### src/rtl/servo_pwm_bank.sv
// servo_pwm_bank: NUM_CH servo PWM outputs sharing one frame counter, with clamped
// targets. Define SERVO_SLEW_EN to limit the per-frame change of each active width to STEP.
module servo_pwm_bank #(
  parameter int NUM_CH        = 4,
  parameter int PERIOD_CYCLES = 1_000_000,
  parameter int MIN_PULSE     = 50_000,
  parameter int MAX_PULSE     = 100_000,
  parameter int RESET_PULSE   = 50_000,
  parameter int STEP          = 2_500,
  parameter int PW_W          = 20
) (
  input  logic              clk_i,
  input  logic              rst_i,
  input  logic              cmd_valid_i,
  output logic              cmd_ready_o,
  input  logic [3:0]        cmd_ch_i,
  input  logic [PW_W-1:0]   cmd_pulse_i,
  output logic              cmd_err_o,
  output logic [NUM_CH-1:0] servo_out_o,
  output logic [NUM_CH-1:0] busy_o,
  output logic              frame_tick_o
);
  localparam int PW1 = PW_W + 1;
  localparam logic [PW_W-1:0] LAST_CNT = PW_W'(PERIOD_CYCLES - 1);
  localparam logic [PW_W-1:0] MIN_P    = PW_W'(MIN_PULSE);
  localparam logic [PW_W-1:0] MAX_P    = PW_W'(MAX_PULSE);
  localparam logic [PW_W-1:0] RST_P    = PW_W'(RESET_PULSE);
  localparam logic [PW1-1:0]  STEP_X   = PW1'(STEP);

  if (STEP < 1 || RESET_PULSE < MIN_PULSE || RESET_PULSE > MAX_PULSE ||
      NUM_CH < 1 || NUM_CH > 16 || (64'd1 << PW_W) <= 64'(PERIOD_CYCLES)) begin : g_bad_cfg
    $error("servo_pwm_bank: illegal parameter combination");
  end

  logic [PW_W-1:0]   cnt_q, cnt_d;
  logic [PW_W-1:0]   target_q [NUM_CH];
  logic [PW_W-1:0]   target_d [NUM_CH];
  logic [PW_W-1:0]   active_q [NUM_CH];
  logic [PW_W-1:0]   active_d [NUM_CH];
  logic [NUM_CH-1:0] servo_q, servo_d;
  logic              frame_tick_q, cmd_err_q, first_q;
  logic              update, cmd_acc, ch_ok;
  logic [PW_W-1:0]   pulse_clamped;

  // Handshake: a command transfers on any rising clk edge where cmd_valid_i and
  // cmd_ready_o are both high; ready drops only in the slew-update cycle.
  assign update       = (cnt_q == LAST_CNT);
  assign cmd_ready_o  = !update;
  assign cmd_acc      = cmd_valid_i && cmd_ready_o;
  assign ch_ok        = ({1'b0, cmd_ch_i} < 5'(NUM_CH));
  assign cmd_err_o    = cmd_err_q;
  assign servo_out_o  = servo_q;
  assign frame_tick_o = frame_tick_q;

  always_comb begin
    pulse_clamped = cmd_pulse_i;
    if (cmd_pulse_i < MIN_P)      pulse_clamped = MIN_P;
    else if (cmd_pulse_i > MAX_P) pulse_clamped = MAX_P;
  end

  always_comb begin
    cnt_d = update ? '0 : cnt_q + PW_W'(1);
    for (int ch = 0; ch < NUM_CH; ch++) begin
      target_d[ch] = target_q[ch];
      active_d[ch] = active_q[ch];
      servo_d[ch]  = (cnt_q < active_q[ch]);
      busy_o[ch]   = (active_q[ch] != target_q[ch]);
      if (cmd_acc && ch_ok && (cmd_ch_i == 4'(ch))) target_d[ch] = pulse_clamped;
      if (update) begin
`ifdef SERVO_SLEW_EN
        // Widened compares keep active +/- STEP from wrapping near the range ends.
        if (({1'b0, active_q[ch]} + STEP_X) < {1'b0, target_q[ch]})
          active_d[ch] = PW_W'({1'b0, active_q[ch]} + STEP_X);
        else if (active_q[ch] < target_q[ch])
          active_d[ch] = target_q[ch];
        else if ({1'b0, active_q[ch]} > ({1'b0, target_q[ch]} + STEP_X))
          active_d[ch] = PW_W'({1'b0, active_q[ch]} - STEP_X);
        else
          active_d[ch] = target_q[ch];
`else
        active_d[ch] = target_q[ch];
`endif
      end
    end
  end

  always_ff @(posedge clk_i) begin
    if (rst_i) begin
      cnt_q        <= '0;
      servo_q      <= '0;
      frame_tick_q <= 1'b0;
      cmd_err_q    <= 1'b0;
      first_q      <= 1'b1;
      for (int ch = 0; ch < NUM_CH; ch++) begin
        target_q[ch] <= RST_P;
        active_q[ch] <= RST_P;
      end
    end else begin
      cnt_q        <= cnt_d;
      servo_q      <= servo_d;
      // The frame that starts straight out of reset carries no tick.
      frame_tick_q <= (cnt_q == '0) && !first_q;
      first_q      <= 1'b0;
      cmd_err_q    <= cmd_acc && !ch_ok;
      for (int ch = 0; ch < NUM_CH; ch++) begin
        target_q[ch] <= target_d[ch];
        active_q[ch] <= active_d[ch];
      end
    end
  end
endmodule

### config.mk
export PLATFORM = sky130hd
export DESIGN_NAME = servo_pwm_bank
export DESIGN_NICKNAME = d
export VERILOG_FILES = /design/src/rtl/servo_pwm_bank.sv
export SDC_FILE = /design/constraint.sdc
export NUM_CORES = 1
export LEC_CHECK = 0
export ABC_AREA = 0
export BUFFER_PORTS_ARGS = -buffer_cell sky130_fd_sc_hd__buf_2
export CORE_ASPECT_RATIO = 1.1
export CORE_MARGIN = 4
export CORE_UTILIZATION = 45
export CTS_CLUSTER_DIAMETER = 60
export DETAILED_ROUTE_END_ITERATION = 10
export GPL_ROUTABILITY_DRIVEN = 1
export PLACE_DENSITY = 0.62
export SYNTH_ARGS = -nofsm -noshare
export SYNTH_HDL_FRONTEND = slang
export SYNTH_SLANG_ARGS = --single-unit
### constraint.sdc
create_clock -name clk_i -period 2.8 [get_ports clk_i]
set_input_delay 0.7 -clock clk_i [delete_from_list [all_inputs] [get_ports clk_i]]
set_output_delay 0.7 -clock clk_i [all_outputs]
set_load 0.05 [all_outputs]
Word-level counts from Yosys, hierarchy flattened --
Memories as Yosys holds them, arrays and structs flattened. Cells that the tools add are included.
Operators by class: bitwise operators 8, muxes and demuxes 21, eq/ne operators 8, $add $sub $neg 1, reductions and logical operators 14, $lt $le $gt $ge 7
Operators with widths (number):
- 2-to-1 mux 20 bit | 18
- less-than comparator 20 bit | 4
- != test 20 bit | 4
- adder 20 x 1 -> 20 bit, second input constant | 1
- == test 20 bit, second input constant | 1
- greater-than comparator 20 x 17 -> 1 bit, second input constant | 1
- logical NOT 20 bit | 1
- less-than comparator 20 x 16 -> 1 bit, second input constant | 1
- == test 4 x 2 -> 1 bit, second input constant | 2
- logical AND 1 bit | 8
- OR 1 bit | 8
- == test 4 x 1 -> 1 bit, second input constant | 1
- logical NOT 4 bit | 1
- less-than comparator 4 x 3 -> 1 bit, second input constant | 1
- logical NOT 1 bit | 3
- 2-to-1 mux 1 bit | 3
- OR reduction 2 bit | 1
Word-level totals: output and inout bits 11, memories 2, memory bits (writable) 160, register bits after elaboration 27, word-level logic and storage cells 66
Memory list:
- active_q | words 4, bits a word 20, read ports 4, clocked after Yosys merged registers in 0, wr ports 4, RTL line 38 | logic [PW_W-1:0] active_q [NUM_CH];
- target_q | words 4, bits a word 20, read ports 4, clocked after Yosys merged registers in 0, wr ports 4, RTL line 36 | logic [PW_W-1:0] target_q [NUM_CH];

Logic depth before layout (Yosys ltp) --
depth in word-level cells 7, gate-level depth with buffers 8, gate-level depth less buffers 7

Least setup slack after synthesis --
Ideal clock, no wire load.
path type input-to-reg, start point input port cmd_pulse_i[14], end point memory target_q[0][9], cell stages on the path 5, buffers on the path 0, setup slack 309 ps, data required time 2665 ps, arrival 2356 ps, setup time 135 ps, cell sequence or4_4 > nor4b_4 > nand3_4 > a2111oi_4 > a21oi_1
RTL lines:
- from (decl) | RTL line 17 | input logic [PW_W-1:0] cmd_pulse_i,
- to (decl) | RTL line 36

Final worst setup path --
start point register cnt_q[11], end point output port cmd_ready_o
On the way: longest elaborated chain between the ends 2
Ends and longest elaborated chain:
- from (decl) | RTL line 35 | logic [PW_W-1:0] cnt_q, cnt_d;
- from (signal assigned) | RTL line 99 | cnt_q <= cnt_d;
- == test 20 bit | RTL line 47 | assign update = (cnt_q == LAST_CNT);
- logical NOT 1 bit | RTL line 48 | assign cmd_ready_o = !update;
- to (decl) | RTL line 15 | output logic cmd_ready_o,
Every way passes these cells.

==> impl_metrics.env <==
export IMPL_rsz0062_at_grt="false"
export IMPL_hpwlAfterDp_mm=19.3
export IMPL_pre_cts_ws_ns=-0.0142
export IMPL_remaining_drc_errors=0
export IMPL_power_leakage_nw=4.46
export IMPL_rows=55
export IMPL_whs_ns=0.478
export IMPL_synth_nets=1190
export IMPL_relSlewSlack=0.570
export IMPL_area_growth_synth_to_final_pct=14.8
export IMPL_hold_path_class="reg -> reg"
export IMPL_worst_pin_slew_ns=0.643
export IMPL_clock_latency_ns=0.43
export IMPL_placed_cell_area_mm2=0.0102
export IMPL_critPathLaunch="cnt_q[11]$_SDFF_PP0_"
export IMPL_drtIter0Drc=533
export IMPL_worst_ep_arrival_time_ns=1.98
export IMPL_port_buffers=37
export IMPL_grt_pass1_wl_mm=42.2
export IMPL_clkSlewWorstSetupHoldPaths_ns=0.07
export IMPL_crit_path_end_kind="primary output"
export IMPL_io_pins=38
export IMPL_drt_pass1_iterations=5
export IMPL_min_period_ns=2.68
export IMPL_synth_edf_count=0
export IMPL_cp_max_fo=5
export IMPL_final_area_mm2=0.0107
export IMPL_synth_top_family_by_area="simple AND/OR/NAND/NOR gates"
export IMPL_yosysSeqAreaShare=0.400
export IMPL_fin_skew_ns=0.0108
export IMPL_grt_pass1_vias=7413
export IMPL_synthAdderAreaFrac=0.104
export IMPL_gr_usage_all_layers=0.234
export IMPL_slew_violations=0
export IMPL_avgSynthCellArea_um2=8.62
export IMPL_ant_nets=0
export IMPL_final_cell_mix="dfxtp_1 (187), nand2_1 (172), a21oi_1 (103), inv_1 (81), ha_1 (78)"
export IMPL_cts_tree="done"
export IMPL_cp_start_kind="flop"
export IMPL_syn_inst=1085
export IMPL_routed_wl_mm=27.0
export IMPL_placedCellCount=1390
export IMPL_die_area_mm2=0.0232
export IMPL_max_freq_ghz=0.373
export IMPL_syn_area_mm2=0.00935
export IMPL_yosysWarnings=0
export IMPL_r2r_end="target_q[0][12]$_SDFFE_PP0P_"
export IMPL_hold_depth=2
export IMPL_cts_hold_buf=0
export IMPL_synth_xor_area_frac=0.0899
export IMPL_rrSetupSlack_ns=0.19
export IMPL_numCtsBuffers=17
export IMPL_postCtsSetupRepairBufs=0
export IMPL_start_util=0.456
export IMPL_crit_required_ns=2.10
export IMPL_r2r_start="cnt_q[11]$_SDFF_PP0_"
export IMPL_core_mm2=0.0205
export IMPL_drv_cap=0
export IMPL_layout_cells_non_filler=1419
export IMPL_place_gp_congestion=0.860
export IMPL_yosys_register_bits=187
export IMPL_setup_ws_ns=0.117
export IMPL_drive_above_1_share=0.113
export IMPL_synthMuxAreaShare=0.00120
export IMPL_fp_dieW_um=145
export IMPL_peakVddDrop_mv=0.422
export IMPL_grt_max_degree=80
export IMPL_cts_root_buffer="clkbuf_16"
export IMPL_status="complete, no violations"
export IMPL_vias_per_cell=5.56
export IMPL_clockBufferDepth=2
export IMPL_postSynth_asyncResetShare=0
export IMPL_final_common_cell="dfxtp_1"
export IMPL_grt_overflow_total=0
export IMPL_critPathKind="reg -> out"
export IMPL_power_density_mw_per_mm2=506
export IMPL_finalPower_mw=5.43
export IMPL_vias=7893
export IMPL_cts_sinks=187
export IMPL_yosys_area_share_simple=0.181
export IMPL_htreeDepth=4
export IMPL_synth_compound_area_share=0.174
export IMPL_post_cts_resized=0
export IMPL_netlist_cell_type_count=49
export IMPL_n_antenna_cell=0
export IMPL_antenna_found_initial=0
export IMPL_die_h_um=159
export IMPL_min_from="active_q[2][5]$_SDFFE_PP0P_"
export IMPL_rr_worst_depth=5
export IMPL_ys_dominant_reg_cell="dfxtp_1"
export IMPL_whs_endpoint="active_q[2][5]$_SDFFE_PP0P_"
export IMPL_setup_viol=0
export IMPL_final_hold_viol_count=0
export IMPL_fin_nets=1258
export IMPL_wl_per_cell_um=19.0
export IMPL_post_route_period_util=0.958
## registers in the layout (all words and copies together) (netlist names)
name and count:
active_q 80, frame_tick_o 1, cmd_err_o 1, target_q 80
servo_out_o 4, first_q 1, cnt_q 20
## cells in the mapped netlist (3+ instances only)
| library cell | count | area share |
|---|---|---|
| nand2_1 | 173 | 0.069 |
| a21oi_1 | 103 | 0.055 |
| nand2b_1 | 3 | 0.0020 |
| a22o_1 | 28 | 0.026 |
| inv_1 | 81 | 0.033 |
| clkbuf_1 | 34 | 0.014 |
| or3_1 | 3 | 0.0020 |
| o31ai_1 | 4 | 0.0032 |
| nor3_1 | 34 | 0.018 |
| xor2_1 | 44 | 0.041 |
| buf_1 | 5 | 0.0020 |
| o22ai_1 | 12 | 0.0080 |
| a2111oi_4 | 4 | 0.012 |
| a211oi_1 | 13 | 0.010 |
| nor3b_1 | 3 | 0.0024 |
| o21ai_0 | 19 | 0.010 |
| and2_1 | 19 | 0.013 |
| o21ai_1 | 4 | 0.0021 |
| nand4_1 | 28 | 0.019 |
| xnor2_1 | 52 | 0.049 |
| nand3_1 | 12 | 0.0064 |
| nor2_1 | 47 | 0.019 |
| o21a_1 | 3 | 0.0024 |
| o211ai_1 | 28 | 0.022 |
| a21o_1 | 16 | 0.013 |
| dfxtp_1 | 187 | 0.40 |
| and3_1 | 3 | 0.0020 |
| and4_1 | 6 | 0.0056 |
| nor4_1 | 16 | 0.011 |
| ha_1 | 78 | 0.10 |
## metrics by stage
stage / util / setup TNS (ns)
floorplan: - / 0
global placement: 0.495 / 0
detailed placement: 0.495 / -0.0142
CTS: 0.523 / 0
finish: 0.523 / 0
global route: 0.523 / 0
## routing by layer
| layer | GRT usage | routed length, um | part of all wire |
|---|---|---|---|
| met5 | 0 | 0 | 0 |
| met3 | 0.0367 | 1210 | 0.045 |
| met4 | 0.0691 | 611 | 0.023 |
| met2 | 0.365 | 12100 | 0.45 |
| met1 | 0.337 | 13100 | 0.49 |
## power breakdown
| group | leakage [nW] | switching (mW) | total [mW] | internal [mW] |
|---|---|---|---|---|
| Combinational | 2.67 | 0.234 | 0.332 | 0.0987 |
| Clock | 0.284 | 1.01 | 2.40 | 1.39 |
| Sequential | 1.51 | 0.0141 | 2.69 | 2.68 |
## critical path, stage by stage, from the launching register on
cell     delay (ns)
dfxtp_1        0.44
nor4_1         0.56
nand2_1        0.15
nor2_1         0.11
nand3_1        0.08
buf_2          0.22
## logic make-up after synthesis
logic type | Yosys count
simple gates | 357
compound gates | 244
flops | 187
buf+inv | 122
xor+xnor | 96
fa+ha+maj | 78
mux | 1
## layout make-up
class                   count  area, um2
flip-flops and latches    187       3740
clock buffers              22        484
fillers                  1944       9780
well taps                 256        320
clock inverters             7       91.3
multi-input cells         776       5170
inverters                  82        308
repair buffers             89        616
## worst max path at each step
stage / end / slack, ns / depth (start not counted)
5_1_grt: cmd_ready_o / 0.01 / 5
6_report: cmd_ready_o / 0.12 / 5
4_1_cts: cmd_ready_o / 0.10 / 5
3_3_place_gp: target_q[2][15]$_SDFFE_PP1P_ / 0.06 / 6
3_5_place_dp: target_q[3][15]$_SDFFE_PP1P_ / -0.01 / 6
2_1_floorplan: target_q[0][9]$_SDFFE_PP1P_ / 0.31 / 5
Power figures use the tool's default switching activity.
